File: src/rtl/regfile_mp_pkg.sv
// regfile_mp_pkg: shared defaults and sweep FSM encoding for the register file
package regfile_mp_pkg;
  localparam int DEF_DATA_WIDTH = 24;
  localparam int DEF_ADDR_BITS  = 5;
  localparam int DEF_NUM_REGS   = 32;
  localparam int DEF_NUM_RD     = 2;
  localparam logic ST_CLEAR = 1'b0;
  localparam logic ST_RUN   = 1'b1;
  typedef enum logic {CLEAR = ST_CLEAR, RUN = ST_RUN} state_t;
endpackage

File: src/rtl/regfile_scoreboard.sv
// regfile_scoreboard: per-register pending-load bits with set-over-clear priority and per-port lookup
module regfile_scoreboard
  import regfile_mp_pkg::*;
#(
  parameter int ADDR_BITS = DEF_ADDR_BITS,
  parameter int NUM_REGS  = DEF_NUM_REGS,
  parameter int NUM_RD    = DEF_NUM_RD
) (
  input  logic                        clk,
  input  logic                        rst,
  input  logic                        set_en,
  input  logic [ADDR_BITS-1:0]        set_addr,
  input  logic                        clr_en,
  input  logic [ADDR_BITS-1:0]        clr_addr,
  input  logic [NUM_RD*ADDR_BITS-1:0] rd_addr,
  output logic [NUM_RD-1:0]           busy
);
  logic [NUM_REGS-1:0] pend, set_mask, clr_mask;
  logic [2**ADDR_BITS-1:0] pend_ext;
  assign set_mask = set_en ? (NUM_REGS'(1) << set_addr) & ~NUM_REGS'(1) : '0;
  assign clr_mask = clr_en ? NUM_REGS'(1) << clr_addr : '0;
  assign pend_ext = (2**ADDR_BITS)'(pend);
  // Set is applied after clear so a new reservation survives a same-cycle load return
  always_ff @(posedge clk)
    if (rst) pend <= '0;
    else pend <= pend & ~clr_mask | set_mask;
  for (genvar i = 0; i < NUM_RD; i++) begin : g_rd
    assign busy[i] = pend_ext[rd_addr[i*ADDR_BITS +: ADDR_BITS]];
  end
endmodule

File: src/rtl/regfile_mp.sv
// regfile_mp: multi-port register file with load scoreboard and post-reset clear sweep; REGFILE_BYPASS_EN enables write-through forwarding
module regfile_mp
  import regfile_mp_pkg::*;
#(
  parameter int DATA_WIDTH = DEF_DATA_WIDTH,
  parameter int ADDR_BITS  = DEF_ADDR_BITS,
  parameter int NUM_REGS   = DEF_NUM_REGS,
  parameter int NUM_RD     = DEF_NUM_RD
) (
  input  logic                         clk,
  input  logic                         rst,
  input  logic [NUM_RD*ADDR_BITS-1:0]  rd_addr,
  output logic [NUM_RD*DATA_WIDTH-1:0] rd_data,
  output logic [NUM_RD-1:0]            rd_busy,
  input  logic                         w0_en,
  input  logic [ADDR_BITS-1:0]         w0_addr,
  input  logic [DATA_WIDTH-1:0]        w0_data,
  input  logic                         w1_en,
  input  logic [ADDR_BITS-1:0]         w1_addr,
  input  logic [DATA_WIDTH-1:0]        w1_data,
  input  logic                         rsv_en,
  input  logic [ADDR_BITS-1:0]         rsv_addr,
  output logic                         ready
);
  state_t state, state_n;
  logic [ADDR_BITS-1:0] ptr;
  logic [DATA_WIDTH-1:0] regs [NUM_REGS];
  logic run, w0_hit, w1_hit;
  logic [NUM_RD-1:0] busy;
  function automatic logic addr_ok(input logic [ADDR_BITS-1:0] a);
    return a != '0 && {1'b0, a} < (ADDR_BITS+1)'(NUM_REGS);
  endfunction
  assign run    = state == RUN;
  assign ready  = run;
  assign w0_hit = run && w0_en && addr_ok(w0_addr);
  assign w1_hit = run && w1_en && addr_ok(w1_addr);
  // State and sweep pointer; reset restarts the sweep at register 1
  always_ff @(posedge clk)
    if (rst) begin
      state <= CLEAR;
      ptr   <= ADDR_BITS'(1);
    end else begin
      state <= state_n;
      if (!run) ptr <= ptr + 1'b1;
    end
  // Sweep ends on the cycle the last register is cleared
  always_comb state_n = (!run && ptr == ADDR_BITS'(NUM_REGS-1)) ? RUN : state;
  // Array update: sweep clears one entry per cycle, in RUN w1 is written last so it wins a collision
  always_ff @(posedge clk)
    if (!rst) begin
      if (!run) regs[ptr] <= '0;
      if (w0_hit) regs[w0_addr] <= w0_data;
      if (w1_hit) regs[w1_addr] <= w1_data;
    end
  regfile_scoreboard #(
    .ADDR_BITS(ADDR_BITS),
    .NUM_REGS (NUM_REGS),
    .NUM_RD   (NUM_RD)
  ) u_sb (
    .clk     (clk),
    .rst     (rst),
    .set_en  (run && rsv_en),
    .set_addr(rsv_addr),
    .clr_en  (run && w1_en),
    .clr_addr(w1_addr),
    .rd_addr (rd_addr),
    .busy    (busy)
  );
  assign rd_busy = run ? busy : '0;
  for (genvar i = 0; i < NUM_RD; i++) begin : g_rd
    logic [ADDR_BITS-1:0] a;
    logic [DATA_WIDTH-1:0] q;
    assign a = rd_addr[i*ADDR_BITS +: ADDR_BITS];
`ifdef REGFILE_BYPASS_EN
    assign q = w1_hit && w1_addr == a ? w1_data : w0_hit && w0_addr == a ? w0_data : regs[a];
`else
    assign q = regs[a];
`endif
    assign rd_data[i*DATA_WIDTH +: DATA_WIDTH] = run && addr_ok(a) ? q : '0;
  end
endmodule

File: config.mk
export PLATFORM = sky130hd
export DESIGN_NAME = regfile_mp
export DESIGN_NICKNAME = d
export VERILOG_FILES = /design/src/rtl/regfile_mp_pkg.sv /design/src/rtl/regfile_scoreboard.sv /design/src/rtl/regfile_mp.sv
export SDC_FILE = /design/constraint.sdc
export NUM_CORES = 2
export LEC_CHECK = 0
export CAP_MARGIN = 10
export CORE_MARGIN = 2
export CORE_UTILIZATION = 55
export CTS_CLUSTER_DIAMETER = 100
export DETAILED_ROUTE_END_ITERATION = 7
export PLACE_DENSITY_LB_ADDON = 0.1
export SLEW_MARGIN = 20
export SYNTH_ARGS = -nofsm -noshare
export SYNTH_HDL_FRONTEND = slang
export SYNTH_SLANG_ARGS = --single-unit
File: constraint.sdc
create_clock -name clk -period 5.8 [get_ports clk]
set_input_delay 0.87 -clock clk [delete_from_list [all_inputs] [get_ports clk]]
set_output_delay 0.87 -clock clk [all_outputs]
set_load 0.01 [all_outputs]
After elaboration in Yosys (flattened, before gate mapping)
Memories as Yosys holds them, arrays and structs flattened.
Index checks and enable logic that the tools add are counted.

cells by class
  equality and inequality tests = 1
  bitwise logic cells = 3
  shift-type cells = 2
  add/sub/neg operators = 1
  reduce and logical (&&, ||, !) cells = 14
  muxes and demuxes = 21
  $lt $le $gt $ge = 2

operator list
  operator                                            count
  two-way mux 24 bit                                  3
  two-way mux 32 bit                                  2
  left shift 1 x 5 -> 32 bit, first input constant    2
  bitwise AND 32 bit                                  1
  inverter 32 bit                                     1
  bitwise OR 32 bit                                   1
  OR reduction 24 bit                                 1
  nonzero test 5 bit                                  4
  < comparator 5 x 6 -> 1 bit, second input constant  2
  two-way mux 1 bit                                   12
  binary-select mux 1 bit (select 5 bit)              2
  logical AND 1 bit                                   8
  adder 5 x 1 -> 5 bit, second input constant         1
  equality test 5 bit, second input constant          1
  two-way mux 5 bit                                   1
  two-way mux 2 bit                                   1
  zero test 1 bit                                     1

word-level totals
  register bits = 38
  input bits = 78
  memories kept = 1
  bits in writable memories = 768
  output and inout bits = 51
  word-level logic and storage cells = 48

memories
  memory  words  width  read ports  clocked after Yosys merged registers in  write ports  line              text
  regs    32     24     2           0                                        2            regfile_mp.sv:27  logic [DATA_WIDTH-1:0] regs [NUM_REGS];

Depth between registers and ports, before layout
  depth after elaboration = 7
  gate-level depth with buffers = 10
  mapped depth without buffers = 5

Modules after synthesis
Synthesis repeated with hierarchy kept, for this count alone.

unflattened totals
  cells, all modules = 3491
  area total of the unflattened synthesis = 48052.3 µm²

modules (own cells, without submodules)
  module              cells each  instances  seq. area each (µm²)  area each (µm²)
  regfile_mp          3236        1          23182.2               46067.9
  regfile_scoreboard  255         1          640.6                 1984.4

Worst setup path before layout
Ideal clock, no wire load.

  kind = input to register
  start = input rst
  end = memory regs[22][0] in the netlist's numbering, enable pin
  arrival time = 3.741 ns
  required time = 5.362 ns
  stages = 7
  slack = 1.621 ns
  setup time = 0.438 ns
  cell sequence = and3b_1 -> a21boi_2 -> buf_4 -> buf_4 -> buf_4 -> a31oi_1 -> o21ai_0

RTL lines
  what             line              text
  start, declared  regfile_mp.sv:11  input logic rst,
  end, declared    regfile_mp.sv:27

Final worst setup path
  start = input rd_addr[8]
  end = output rd_data[34]

between the ends
  word-level cells in the longest chain between the ends = 3
  elaborated cells between the ends (all ways) = 4

ends and longest elaborated chain
  what                                                          line              text
  start, declared                                               regfile_mp.sv:12  input logic [NUM_RD*ADDR_BITS-1:0] rd_addr,
  branches (longest 2 deep; another with memory (32 x 24 bit))  --
  two-way mux 24 bit *                                          regfile_mp.sv:79  assign rd_data[i*DATA_WIDTH +: DATA_WIDTH] = run && addr_ok(a) ? q : '0;
  end, declared                                                 regfile_mp.sv:13  output logic [NUM_RD*DATA_WIDTH-1:0] rd_data,

Every way passes the cells marked *.

==> flow_summary.ini <==
[outcome]
status = finished, final reports clean

[die]
core_area_um2 = 85100
die_height_um = 297
ios = 129
dieWidth_um = 297
rows = 107
die_area_um2 = 88200
initial_core_util = 0.555

[power_and_ir_drop]
swShare = 0.239
p_switching_w = 0.00311
pwr-share-clk = 0.436
seqPwrFrac = 0.489
powerDensity_nw_per_um2 = 250
p_comb_frac = 0.076
ir_drop_mv = 0.234
cellInternalPower_w = 0.00993
p_leak_nw = 17.3

[critical_path]
worstSetupEndpointType = output pin
crit_family = buffers and inverters
cp_slowest_stage_delay_ns = 0.86
cp.arrival_ns = 4.52
worst_setup_path_start_kind = primary input
cp_slowest_cell = clkdlybuf4s50_1
crit_chain = clkdlybuf4s50_1 > buf_4 > nor2_1 > a21boi_1 > nand2b_1 > nor2_1 > or4_1 > clkdlybuf4s50_1
cp_max_fo = 13
cp.required_ns = 4.93
timing.rr.start = ready$_SDFFE_PP0P_
timing.setup.critical_path_class = primary input to output pin
timing.rr.end = regs[30][3]$_DFFE_PP_
path_buf_inv = 3
r2r_slack_ns = 1.43
rr_worst_depth = 6

[cells_and_area]
post-route-util = 0.613
drive_gt1_frac = 0.240
regArea_um2 = 23800
multi_input_area_um2 = 21500
syn_to_final_growth_pct = 10.5
nNetsFinal = 3859
fillers = 6643

[logic_synthesis]
ys_ff_latch = 806
synth_edf_count = 768
ys.flop_type = edfxtp_1
ys_warn_count = 0
synth_cells = 3871
yosysSeqAreaShare = 0.505
syn_area_um2 = 47200
syn_area_per_cell_um2 = 12.2
synthArstFlopShare = 0
synth_nets = 3951
ys_types = 57

[hold_path]
holdPathEnd = u_sb.pend[5]$_SDFF_PP0_
hp-class = flip-flop to flip-flop
hold_path_depth = 2
worstHoldStart = u_sb.pend[5]$_SDFF_PP0_

[timing]
finalMaxSlewViolations = 0
finalClockSkew_ns = 0.0222
setup_viol = 0
tns_ns = 0
max_slew_margin = 0.190
finalHoldViolCount = 0
post-route-period-util = 0.929
hold_slack_ns = 0.493
layout_min_cycle_time_ns = 5.39
rsz0062_at_grt = no
worstMarginPinSlew_ns = 1.22
max_freq_ghz = 0.186

[clocking]
cts.sinks = 806
clock_latency_ns = 0.68
numCtsBuffers = 88
cts.clk_slew.worst_paths_ns = 0.06
cts_tree = done
cts-root-buf = clkbuf_16
post_cts_resized = 0
cts_hold_buf = 0
h-tree-depth = 3
clock_path_buffers = 3
cts_setup_buffers = 0

[route]
routed_wl_um = 178000
routedWlPerCell_um = 35.7
drc = 0
ant_nets = 0
drt_iter0_drc = 5793
dr.pass1.iters = 8
vias = 36102
vias_per_cell = 7.23

[global_routing]
antenna_found_initial = 7
grt_max_degree = 76
grt_pass1_wl_um = 253000
grtUsageTotal = 0.399
grt_pass1_vias = 35265
grt_overflow = 0

[placed_design]
place_congestion = 0.953
port_buffers = 128
hpwl_um = 110000

[run]
drv_cap = 0
==> power groups by stage <==
stage / logic (W) / registers, W / clock network, W
CTS: 0.000964 / 0.00637 / 0.00568
floorplan: 0.000596 / 0.00648 / 0
finish: 0.000990 / 0.00637 / 0.00568
detailed placement: 0.000961 / 0.00649 / 0
global placement: 0.000954 / 0.00649 / 0
global route: 0.00102 / 0.00637 / 0.00589
==> tightest hold or removal path: cells and delay by family (launching register included) <==
kind / cells / cell delay [ns]
compound gates: 2 / 0.13
flops: 1 / 0.31
==> Yosys cell counts, drive strengths merged, types with 2 or more instances <==
cell type / number / area, um^2
a221oi: 9 / 78.8
inv: 32 / 120
and3: 3 / 18.8
and2: 6 / 37.5
o22ai: 38 / 238
a21o: 16 / 120
edfxtp: 768 / 23100
nand2b: 7 / 43.8
a31o: 16 / 140
a211oi: 8 / 60.1
a2bb2oi: 2 / 17.5
buf: 215 / 1340
mux2: 276 / 3110
nand4: 4 / 40.0
dfxtp: 38 / 761
a21boi: 3 / 30.0
o21bai: 5 / 37.5
xnor2: 2 / 17.5
mux4: 263 / 5920
nor2: 61 / 272
a32oi: 2 / 17.5
mux2i: 329 / 3290
a21oi: 66 / 330
or4: 11 / 82.6
ha: 2 / 25.0
or2: 4 / 25.0
nor3: 9 / 45.0
and4: 5 / 43.8
nor3b: 11 / 97.6
nand3: 26 / 170
nor2b: 13 / 81.3
a22oi: 112 / 841
o211ai: 41 / 308
and3b: 3 / 26.3
a31oi: 46 / 288
clkbuf: 241 / 906
o21ai: 525 / 2630
a221o: 9 / 90.1
nand2: 637 / 2390
==> per-stage QoR <==
stage                     worst slack, ns  total power [W]  std cells  cell area, um^2
after floorplan                      1.62          0.00708       3871            47200
after global placement              0.573          0.00744       4833            49400
after detailed placement            0.626          0.00745       4833            49400
after CTS                           0.623           0.0130       4986            52200
after global routing                0.516           0.0133       4989            52200
final                               0.414           0.0130       4991            52200
==> metal layers <==
layer / share of wire / GRT usage
met1: 0.35 / 0.519
met5: 0.00022 / 0
met4: 0.066 / 0.228
met2: 0.44 / 0.597
met3: 0.14 / 0.121
==> sequential cells by signal, summed over array words and instances (netlist names) <==
name       flops
regs         768
ptr            5
ready          1
u_sb.pend     32
==> worst max path at each step <==
| stage | from | to | slack (ns) | cells after the start |
|---|---|---|---|---|
| CTS | rd_addr[8] | rd_data[32] | 0.62 | 6 |
| global route | ready$_SDFFE_PP0P_ | rd_data[32] | 0.52 | 6 |
| detailed placement | rd_addr[8] | rd_data[34] | 0.63 | 8 |
| global placement | rd_addr[8] | rd_data[33] | 0.57 | 8 |
| floorplan | rst | regs[22][0]$_DFFE_PP_ | 1.62 | 7 |
| finish | rd_addr[8] | rd_data[34] | 0.41 | 8 |
==> cell families (layout without fill, tap and decap cells) <==
logic type,after synthesis,after routing,share of synthesized area
xor+xnor,2,2,0.000371
flops,806,806,0.505
simple gates,806,806,0.0726
mux,868,868,0.261
fa+ha+maj,2,2,0.000530
compound gates,899,899,0.111
other cells,0,5,0
buf+inv,488,459,0.0502
==> layout by cell type (no fill, tap or decap), types with 11 or more instances in the layout <==
cell type and instances:
dfxtp_1 38, buf_4 137, inv_1 32, nand3_1 18
edfxtp_1 768, a21oi_1 66, o21ai_4 11, clkbuf_16 91
clkinv_2 12, a31oi_1 46, mux2_2 276, mux4_2 263
o22ai_1 23, a22oi_1 112, nor2_1 42, nor2_4 16
a31o_2 16, buf_2 15, o21ai_0 501, clkdlybuf4s50_1 106
clkbuf_1 20, mux2i_1 329, clkinv_1 14, o211ai_1 41
o21ai_1 13, a21o_1 16, nand2_1 637, o22ai_4 15
==> final cells by class <==
class	instances	share of cell area
flip-flops and latches	806	0.457
clock buffers	112	0.0454
multi-input cells	2577	0.413
inverters	32	0.00230
clock inverters	41	0.00854
well taps	1144	0.0274
repair buffers	274	0.0467
diodes	5	0.000240
(Power assumes the default switching activity.)
